<file path="src/rtl/mips_instr_encoder.sv">
// rtl/mips_instr_encoder.sv - symbolic MIPS32 command encoder and instruction-memory loader
//
// Ports:
//   clk, rst_n          clock (rising edge), asynchronous active-low reset
//   cfg_load, cfg_base  load base word address, flush pipeline, clear status
//   in_valid/in_ready   command handshake; in_op mnemonic plus in_rs/in_rt/in_rd/
//                       in_shamt/in_imm/in_target fields
//   imem_we/imem_ready  instruction-memory write handshake; imem_addr/imem_wdata
//   word_count          words written since reset/cfg_load
//   mem_full            sticky: last address written, writes halted
//   err                 sticky: illegal mnemonic received
//   idle                encode stage and FIFO both empty
module mips_instr_encoder #(
    parameter int ADDR_W = 10,
    parameter int DEPTH  = 4
) (
    input  logic              clk,
    input  logic              rst_n,
    input  logic              cfg_load,
    input  logic [ADDR_W-1:0] cfg_base,
    input  logic              in_valid,
    output logic              in_ready,
    input  logic [5:0]        in_op,
    input  logic [4:0]        in_rs,
    input  logic [4:0]        in_rt,
    input  logic [4:0]        in_rd,
    input  logic [4:0]        in_shamt,
    input  logic [15:0]       in_imm,
    input  logic [25:0]       in_target,
    output logic              imem_we,
    input  logic              imem_ready,
    output logic [ADDR_W-1:0] imem_addr,
    output logic [31:0]       imem_wdata,
    output logic [ADDR_W:0]   word_count,
    output logic              mem_full,
    output logic              err,
    output logic              idle
);

    localparam int PTR_W = (DEPTH > 1) ? $clog2(DEPTH) : 1;
    localparam int CNT_W = $clog2(DEPTH + 1);
    localparam int WC_W  = ADDR_W + 1;

    // Mnemonic codes
    localparam logic [5:0] OP_NOP  = 6'd0;
    localparam logic [5:0] OP_ADD  = 6'd1;
    localparam logic [5:0] OP_ADDU = 6'd2;
    localparam logic [5:0] OP_SUB  = 6'd3;
    localparam logic [5:0] OP_SUBU = 6'd4;
    localparam logic [5:0] OP_AND  = 6'd5;
    localparam logic [5:0] OP_OR   = 6'd6;
    localparam logic [5:0] OP_XOR  = 6'd7;
    localparam logic [5:0] OP_NOR  = 6'd8;
    localparam logic [5:0] OP_SLT  = 6'd9;
    localparam logic [5:0] OP_SLTU = 6'd10;
    localparam logic [5:0] OP_SLL  = 6'd11;
    localparam logic [5:0] OP_SRL  = 6'd12;
    localparam logic [5:0] OP_SRA  = 6'd13;
    localparam logic [5:0] OP_SLLV = 6'd14;
    localparam logic [5:0] OP_SRLV = 6'd15;
    localparam logic [5:0] OP_SRAV = 6'd16;
    localparam logic [5:0] OP_JR   = 6'd17;
    localparam logic [5:0] OP_JALR = 6'd18;
    localparam logic [5:0] OP_ADDI = 6'd19;
    localparam logic [5:0] OP_ANDI = 6'd20;
    localparam logic [5:0] OP_ORI  = 6'd21;
    localparam logic [5:0] OP_XORI = 6'd22;
    localparam logic [5:0] OP_SLTI = 6'd23;
    localparam logic [5:0] OP_LUI  = 6'd24;
    localparam logic [5:0] OP_LW   = 6'd25;
    localparam logic [5:0] OP_SW   = 6'd26;
    localparam logic [5:0] OP_BEQ  = 6'd27;
    localparam logic [5:0] OP_BNE  = 6'd28;
    localparam logic [5:0] OP_BLEZ = 6'd29;
    localparam logic [5:0] OP_BGTZ = 6'd30;
    localparam logic [5:0] OP_J    = 6'd31;
    localparam logic [5:0] OP_JAL  = 6'd32;

    function automatic logic [31:0] rword(
        input logic [4:0] rs,
        input logic [4:0] rt,
        input logic [4:0] rd,
        input logic [4:0] sh,
        input logic [5:0] funct
    );
        return {6'h00, rs, rt, rd, sh, funct};
    endfunction

    function automatic logic [31:0] iword(
        input logic [5:0]  opc,
        input logic [4:0]  rs,
        input logic [4:0]  rt,
        input logic [15:0] imm
    );
        return {opc, rs, rt, imm};
    endfunction

    // Returns {legal, word}; illegal mnemonics yield {0, 32'h0}.
    function automatic logic [32:0] encode(
        input logic [5:0]  op,
        input logic [4:0]  rs,
        input logic [4:0]  rt,
        input logic [4:0]  rd,
        input logic [4:0]  sh,
        input logic [15:0] imm,
        input logic [25:0] target
    );
        logic [32:0] r;
        r = {1'b0, 32'h0};
        case (op)
            OP_NOP:  r = {1'b1, 32'h0};
            OP_ADD:  r = {1'b1, rword(rs, rt, rd, 5'd0, 6'h20)};
            OP_ADDU: r = {1'b1, rword(rs, rt, rd, 5'd0, 6'h21)};
            OP_SUB:  r = {1'b1, rword(rs, rt, rd, 5'd0, 6'h22)};
            OP_SUBU: r = {1'b1, rword(rs, rt, rd, 5'd0, 6'h23)};
            OP_AND:  r = {1'b1, rword(rs, rt, rd, 5'd0, 6'h24)};
            OP_OR:   r = {1'b1, rword(rs, rt, rd, 5'd0, 6'h25)};
            OP_XOR:  r = {1'b1, rword(rs, rt, rd, 5'd0, 6'h26)};
            OP_NOR:  r = {1'b1, rword(rs, rt, rd, 5'd0, 6'h27)};
            OP_SLT:  r = {1'b1, rword(rs, rt, rd, 5'd0, 6'h2A)};
            OP_SLTU: r = {1'b1, rword(rs, rt, rd, 5'd0, 6'h2B)};
            // Constant shifts carry shamt and have no rs operand
            OP_SLL:  r = {1'b1, rword(5'd0, rt, rd, sh, 6'h00)};
            OP_SRL:  r = {1'b1, rword(5'd0, rt, rd, sh, 6'h02)};
            OP_SRA:  r = {1'b1, rword(5'd0, rt, rd, sh, 6'h03)};
            OP_SLLV: r = {1'b1, rword(rs, rt, rd, 5'd0, 6'h04)};
            OP_SRLV: r = {1'b1, rword(rs, rt, rd, 5'd0, 6'h06)};
            OP_SRAV: r = {1'b1, rword(rs, rt, rd, 5'd0, 6'h07)};
            OP_JR:   r = {1'b1, rword(rs, 5'd0, 5'd0, 5'd0, 6'h08)};
            OP_JALR: r = {1'b1, rword(rs, 5'd0, rd, 5'd0, 6'h09)};
            OP_ADDI: r = {1'b1, iword(6'h08, rs, rt, imm)};
            OP_ANDI: r = {1'b1, iword(6'h0C, rs, rt, imm)};
            OP_ORI:  r = {1'b1, iword(6'h0D, rs, rt, imm)};
            OP_XORI: r = {1'b1, iword(6'h0E, rs, rt, imm)};
            OP_SLTI: r = {1'b1, iword(6'h0A, rs, rt, imm)};
            OP_LUI:  r = {1'b1, iword(6'h0F, 5'd0, rt, imm)};
            OP_LW:   r = {1'b1, iword(6'h23, rs, rt, imm)};
            OP_SW:   r = {1'b1, iword(6'h2B, rs, rt, imm)};
            OP_BEQ:  r = {1'b1, iword(6'h04, rs, rt, imm)};
            OP_BNE:  r = {1'b1, iword(6'h05, rs, rt, imm)};
            OP_BLEZ: r = {1'b1, iword(6'h06, rs, 5'd0, imm)};
            OP_BGTZ: r = {1'b1, iword(6'h07, rs, 5'd0, imm)};
            OP_J:    r = {1'b1, 6'h02, target};
            OP_JAL:  r = {1'b1, 6'h03, target};
            default: r = {1'b0, 32'h0};
        endcase
        return r;
    endfunction

    // Encode stage
    logic              stage_valid;
    logic [31:0]       stage_word;
    logic [32:0]       enc;

    // Word FIFO
    logic [31:0]       fifo_mem [DEPTH];
    logic [PTR_W-1:0]  rd_ptr;
    logic [PTR_W-1:0]  wr_ptr;
    logic [CNT_W-1:0]  count;
    logic              fifo_full;
    logic              fifo_empty;

    // Write-port state
    logic [ADDR_W-1:0] addr;

    logic              accept;
    logic              push;
    logic              pop;

    assign enc        = encode(in_op, in_rs, in_rt, in_rd, in_shamt, in_imm, in_target);
    assign fifo_full  = (count == CNT_W'(DEPTH));
    assign fifo_empty = (count == '0);

    assign in_ready   = !cfg_load && (!stage_valid || !fifo_full);
    assign accept     = in_valid && in_ready;

    assign imem_we    = !fifo_empty && !mem_full && !cfg_load;
    assign pop        = imem_we && imem_ready;
    // A full FIFO still takes the stage word when the head leaves in the same cycle
    assign push       = stage_valid && !cfg_load && (!fifo_full || pop);

    assign imem_addr  = addr;
    assign imem_wdata = fifo_empty ? 32'h0 : fifo_mem[rd_ptr];
    assign idle       = !stage_valid && fifo_empty;

    always_ff @(posedge clk or negedge rst_n) begin
        if (!rst_n) begin
            stage_valid <= 1'b0;
            stage_word  <= 32'h0;
            err         <= 1'b0;
        end else if (cfg_load) begin
            stage_valid <= 1'b0;
            err         <= 1'b0;
        end else begin
            // Illegal commands complete the handshake but never occupy the stage
            if (accept && enc[32]) begin
                stage_valid <= 1'b1;
                stage_word  <= enc[31:0];
            end else if (push) begin
                stage_valid <= 1'b0;
            end
            if (accept && !enc[32]) begin
                err <= 1'b1;
            end
        end
    end

    always_ff @(posedge clk) begin
        if (push) begin
            fifo_mem[wr_ptr] <= stage_word;
        end
    end

    always_ff @(posedge clk or negedge rst_n) begin
        if (!rst_n) begin
            rd_ptr <= '0;
            wr_ptr <= '0;
            count  <= '0;
        end else if (cfg_load) begin
            rd_ptr <= '0;
            wr_ptr <= '0;
            count  <= '0;
        end else begin
            if (push) begin
                wr_ptr <= wr_ptr + PTR_W'(1);
            end
            if (pop) begin
                rd_ptr <= rd_ptr + PTR_W'(1);
            end
            if (push && !pop) begin
                count <= count + CNT_W'(1);
            end else if (pop && !push) begin
                count <= count - CNT_W'(1);
            end
        end
    end

    always_ff @(posedge clk or negedge rst_n) begin
        if (!rst_n) begin
            addr       <= '0;
            word_count <= '0;
            mem_full   <= 1'b0;
        end else if (cfg_load) begin
            addr       <= cfg_base;
            word_count <= '0;
            mem_full   <= 1'b0;
        end else if (pop) begin
            word_count <= word_count + WC_W'(1);
            // The top address is the last one: park there and stop writing
            if (&addr) begin
                mem_full <= 1'b1;
            end else begin
                addr <= addr + ADDR_W'(1);
            end
        end
    end

endmodule

</file>
<file path="config.mk">
export PLATFORM = sky130hd
export DESIGN_NAME = mips_instr_encoder
export DESIGN_NICKNAME = d
export VERILOG_FILES = /design/src/rtl/mips_instr_encoder.sv
export SDC_FILE = /design/constraint.sdc
export NUM_CORES = 1
export LEC_CHECK = 0
export ABC_AREA = 1
export CAP_MARGIN = 40
export CELL_PAD_IN_SITES_DETAIL_PLACEMENT = 0
export CELL_PAD_IN_SITES_GLOBAL_PLACEMENT = 1
export CORE_UTILIZATION = 41
export CTS_CLUSTER_SIZE = 25
export DETAILED_ROUTE_END_ITERATION = 6
export GPL_ROUTABILITY_DRIVEN = 0
export PLACE_DENSITY_LB_ADDON = 0.1
export REMOVE_ABC_BUFFERS = 1
export SYNTH_ARGS = -nofsm -noshare
export SYNTH_HDL_FRONTEND = slang
export SYNTH_SLANG_ARGS = --single-unit
</file>
<file path="constraint.sdc">
create_clock -name clk -period 4 [get_ports clk]
set_clock_uncertainty 0.2 [all_clocks]
set_input_delay 0.8 -clock clk [delete_from_list [all_inputs] [get_ports clk]]
set_output_delay 0.8 -clock clk [all_outputs]
set_load 0.1 [all_outputs]
</file>
==> out/results.ini <==
[outcome]
status=completed

[worst_setup_path]
end_kind=primary output
crit_arrival_ps=2590
path_max_fanout=47
cp_cell_sequence=inv_1 -> buf_12 -> o21ai_0 -> a21oi_1 -> buf_12
cpMostUsedCell=buf_12
crit_path_start_kind=register
critPathSlowestCell=dfrtp_2
cp.required_ps=3000
cpPeakStageDelay_ps=610
path_buf_inv=3
critPathKind=reg -> out
path_delay_family=buffers and inverters

[sta]
slew_violations=0
setup_viol=0
max_freq_mhz=279
finalCritPeriodShare_pct=89.8
rsz0062_at_grt=no
slew_headroom_pct=40.0
hold_viol_final=0
worstMarginPinSlew_ps=897
timing.final.ws_setup_ps=410
setup_tns_ps=0
post-route-min-period_ps=3590

[placement]
io_buffers=139
dp_worst_setup_slack_ps=381
dp_hpwl_mm=28.5

[synthesis]
ys.flop_type=edfxtp_1
syn_avg_cell_area_um2=6.54
ys_ff_latch=186
async_flop_share_pct=33.3
synth_seq_area_share_pct=38.2
yosys_warnings=0
syn_inst=2114
syn_area_um2=13800
ys_types=39
synth-edff-count=124

[clock_network]
ctsResizeCount=0
cts_tree=yes
cts_hold_buffers=0
root_buffer=clkbuf_16
cts_buffers=17
clk_transition_reported_paths_ps=70
clock_path_buffers=2
cts.htree.levels=4
clk_latency_ps=440
clock_sinks=186
post_cts_buffers=0

[global_routing]
grt_first_pass_wirelength_mm=68.5
grt_overflow=0
grt_max_degree=141
grt_use_total_pct=25.6
grt_antenna_before_repair=1
grt_pass1_vias=12300

[floorplanning]
ioPinCount=141
die_x_um=186
core_um2=32900
die_h_um=186
start_util_pct=42.1
rows=66
die-area_um2=34500

[route]
drtPass1Iterations=5
dr.first_iter.drc_count=1072
wl_per_cell_um=16.7
vias=14100
routed_wl_mm=43.8
drc=0
routed_via_density=5.36
antenna_left=0

[final_layout]
drive_above_1_share_pct=8.44
layout_common_cells=nand2_1 (571), nand3_1 (471), nor2_1 (339)
nNetsFinal=2256
final_common_cell=nand2_1
area_delta_synth_final_pct=21.4

[min_path]
worst_hold_path_type=in -> async

[pwr]
power_density_nw_per_um2=495
p_leak_uw=0.00786
vdd_drop_max_mv=0.538

[job]
max-cap-violations=0

==> flip-flops by register name, indices dropped and copies added (netlist names) <==
name / cells
fifo_mem: 124
stage_word: 31
word_count: 11
imem_addr: 10
count: 3
rd_ptr: 2
wr_ptr: 2
err: 1
mem_full: 1
stage_valid: 1
==> power breakdown <==
group | switching, uW | leakage (uW) | internal, uW
clock network | 769 | 0.000288 | 885
registers | 234 | 0.00196 | 2300
logic | 2840 | 0.00561 | 1290
==> stage by stage <==
| step | power [uW] | hold WS, ps | area (um^2) | std cells | util (%) |
|---|---|---|---|---|---|
| after floorplan | 4970 | 276 | 13000 | 1925 | - |
| after global placement | 6550 | 277 | 15800 | 2565 | 48.1 |
| after detailed placement | 6700 | 275 | 16200 | 2589 | 49.3 |
| after CTS | 8350 | 264 | 16800 | 2621 | 51.1 |
| after global routing | 8650 | 301 | 16800 | 2622 | 51.1 |
| final | 8310 | 266 | 16800 | 2622 | 51.1 |
==> cell families (layout without fill, tap and decap cells) <==
family / Yosys count / after routing / share of synthesized area (%)
simple gates: 1461 / 1461 / 45.3
fa+ha+maj: 7 / 7 / 0.688
xor+xnor: 8 / 8 / 0.507
compound gates: 161 / 161 / 6.63
buf+inv: 290 / 355 / 8.69
other cells: 1 / 2 / 0.0271
flops: 186 / 186 / 38.2
==> final timing paths <==
| kind | depth (start not counted) | slack (ps) | start | to |
|---|---|---|---|---|
| max | 5 | 410 | rd_ptr[0] | imem_wdata[18] |
| min | 1 | 270 | rst_n | stage_word[23] |
| max reg2reg | 9 | 1490 | imem_addr[0] | imem_addr[1] |
| min reg2reg | 2 | 300 | err | err |
| max in group asynchronous | 2 | 2490 | rst_n | word_count[5] |
| min in group clk | 2 | 300 | err | err |
==> cells in the mapped netlist (2+ instances only) <==
cell	count	share of area, %
nand2_1	571	16
nand3_1	471	17
nor2_1	347	9.4
edfxtp_1	124	27
clkbuf_1	113	3.1
inv_1	99	2.7
o21ai_0	79	2.9
dfrtp_1	62	11
buf_2	57	2.1
a21oi_1	38	1.4
nand4_1	36	1.6
o211ai_1	15	0.81
a21boi_0	14	0.76
nor2_2	14	0.63
buf_1	11	0.30
nor3_1	9	0.33
xor2_1	7	0.44
ha_1	6	0.54
buf_4	5	0.27
nand2_2	5	0.23
o2111ai_1	5	0.32
buf_6	3	0.24
o22ai_1	3	0.14
a31oi_1	2	0.090
nand2_4	2	0.16
nor2_4	2	0.16
or2_2	2	0.090
==> per-layer routing <==
layer	vias to the layer above	track usage (%)	routed length, um	part of all wire, %
met2	385	43.0	21100	48
met3	54	2.70	2220	5.1
met1	6538	35.0	19700	45
met4	0	6.66	796	1.8
li1	7076	-	-	-
met5	-	0	0	0
==> layout make-up <==
| cell class | count | area, um^2 |
|---|---|---|
| clock inverter | 14 | 155 |
| sequential | 186 | 5280 |
| tap | 442 | 553 |
| multi-input combinational | 1638 | 7380 |
| timing repair buffer | 222 | 2610 |
| clock buffer | 18 | 429 |
| fill | 3266 | 16100 |
| inverter | 101 | 379 |
| antenna | 1 | 2.50 |
(Power assumes the default switching activity.)
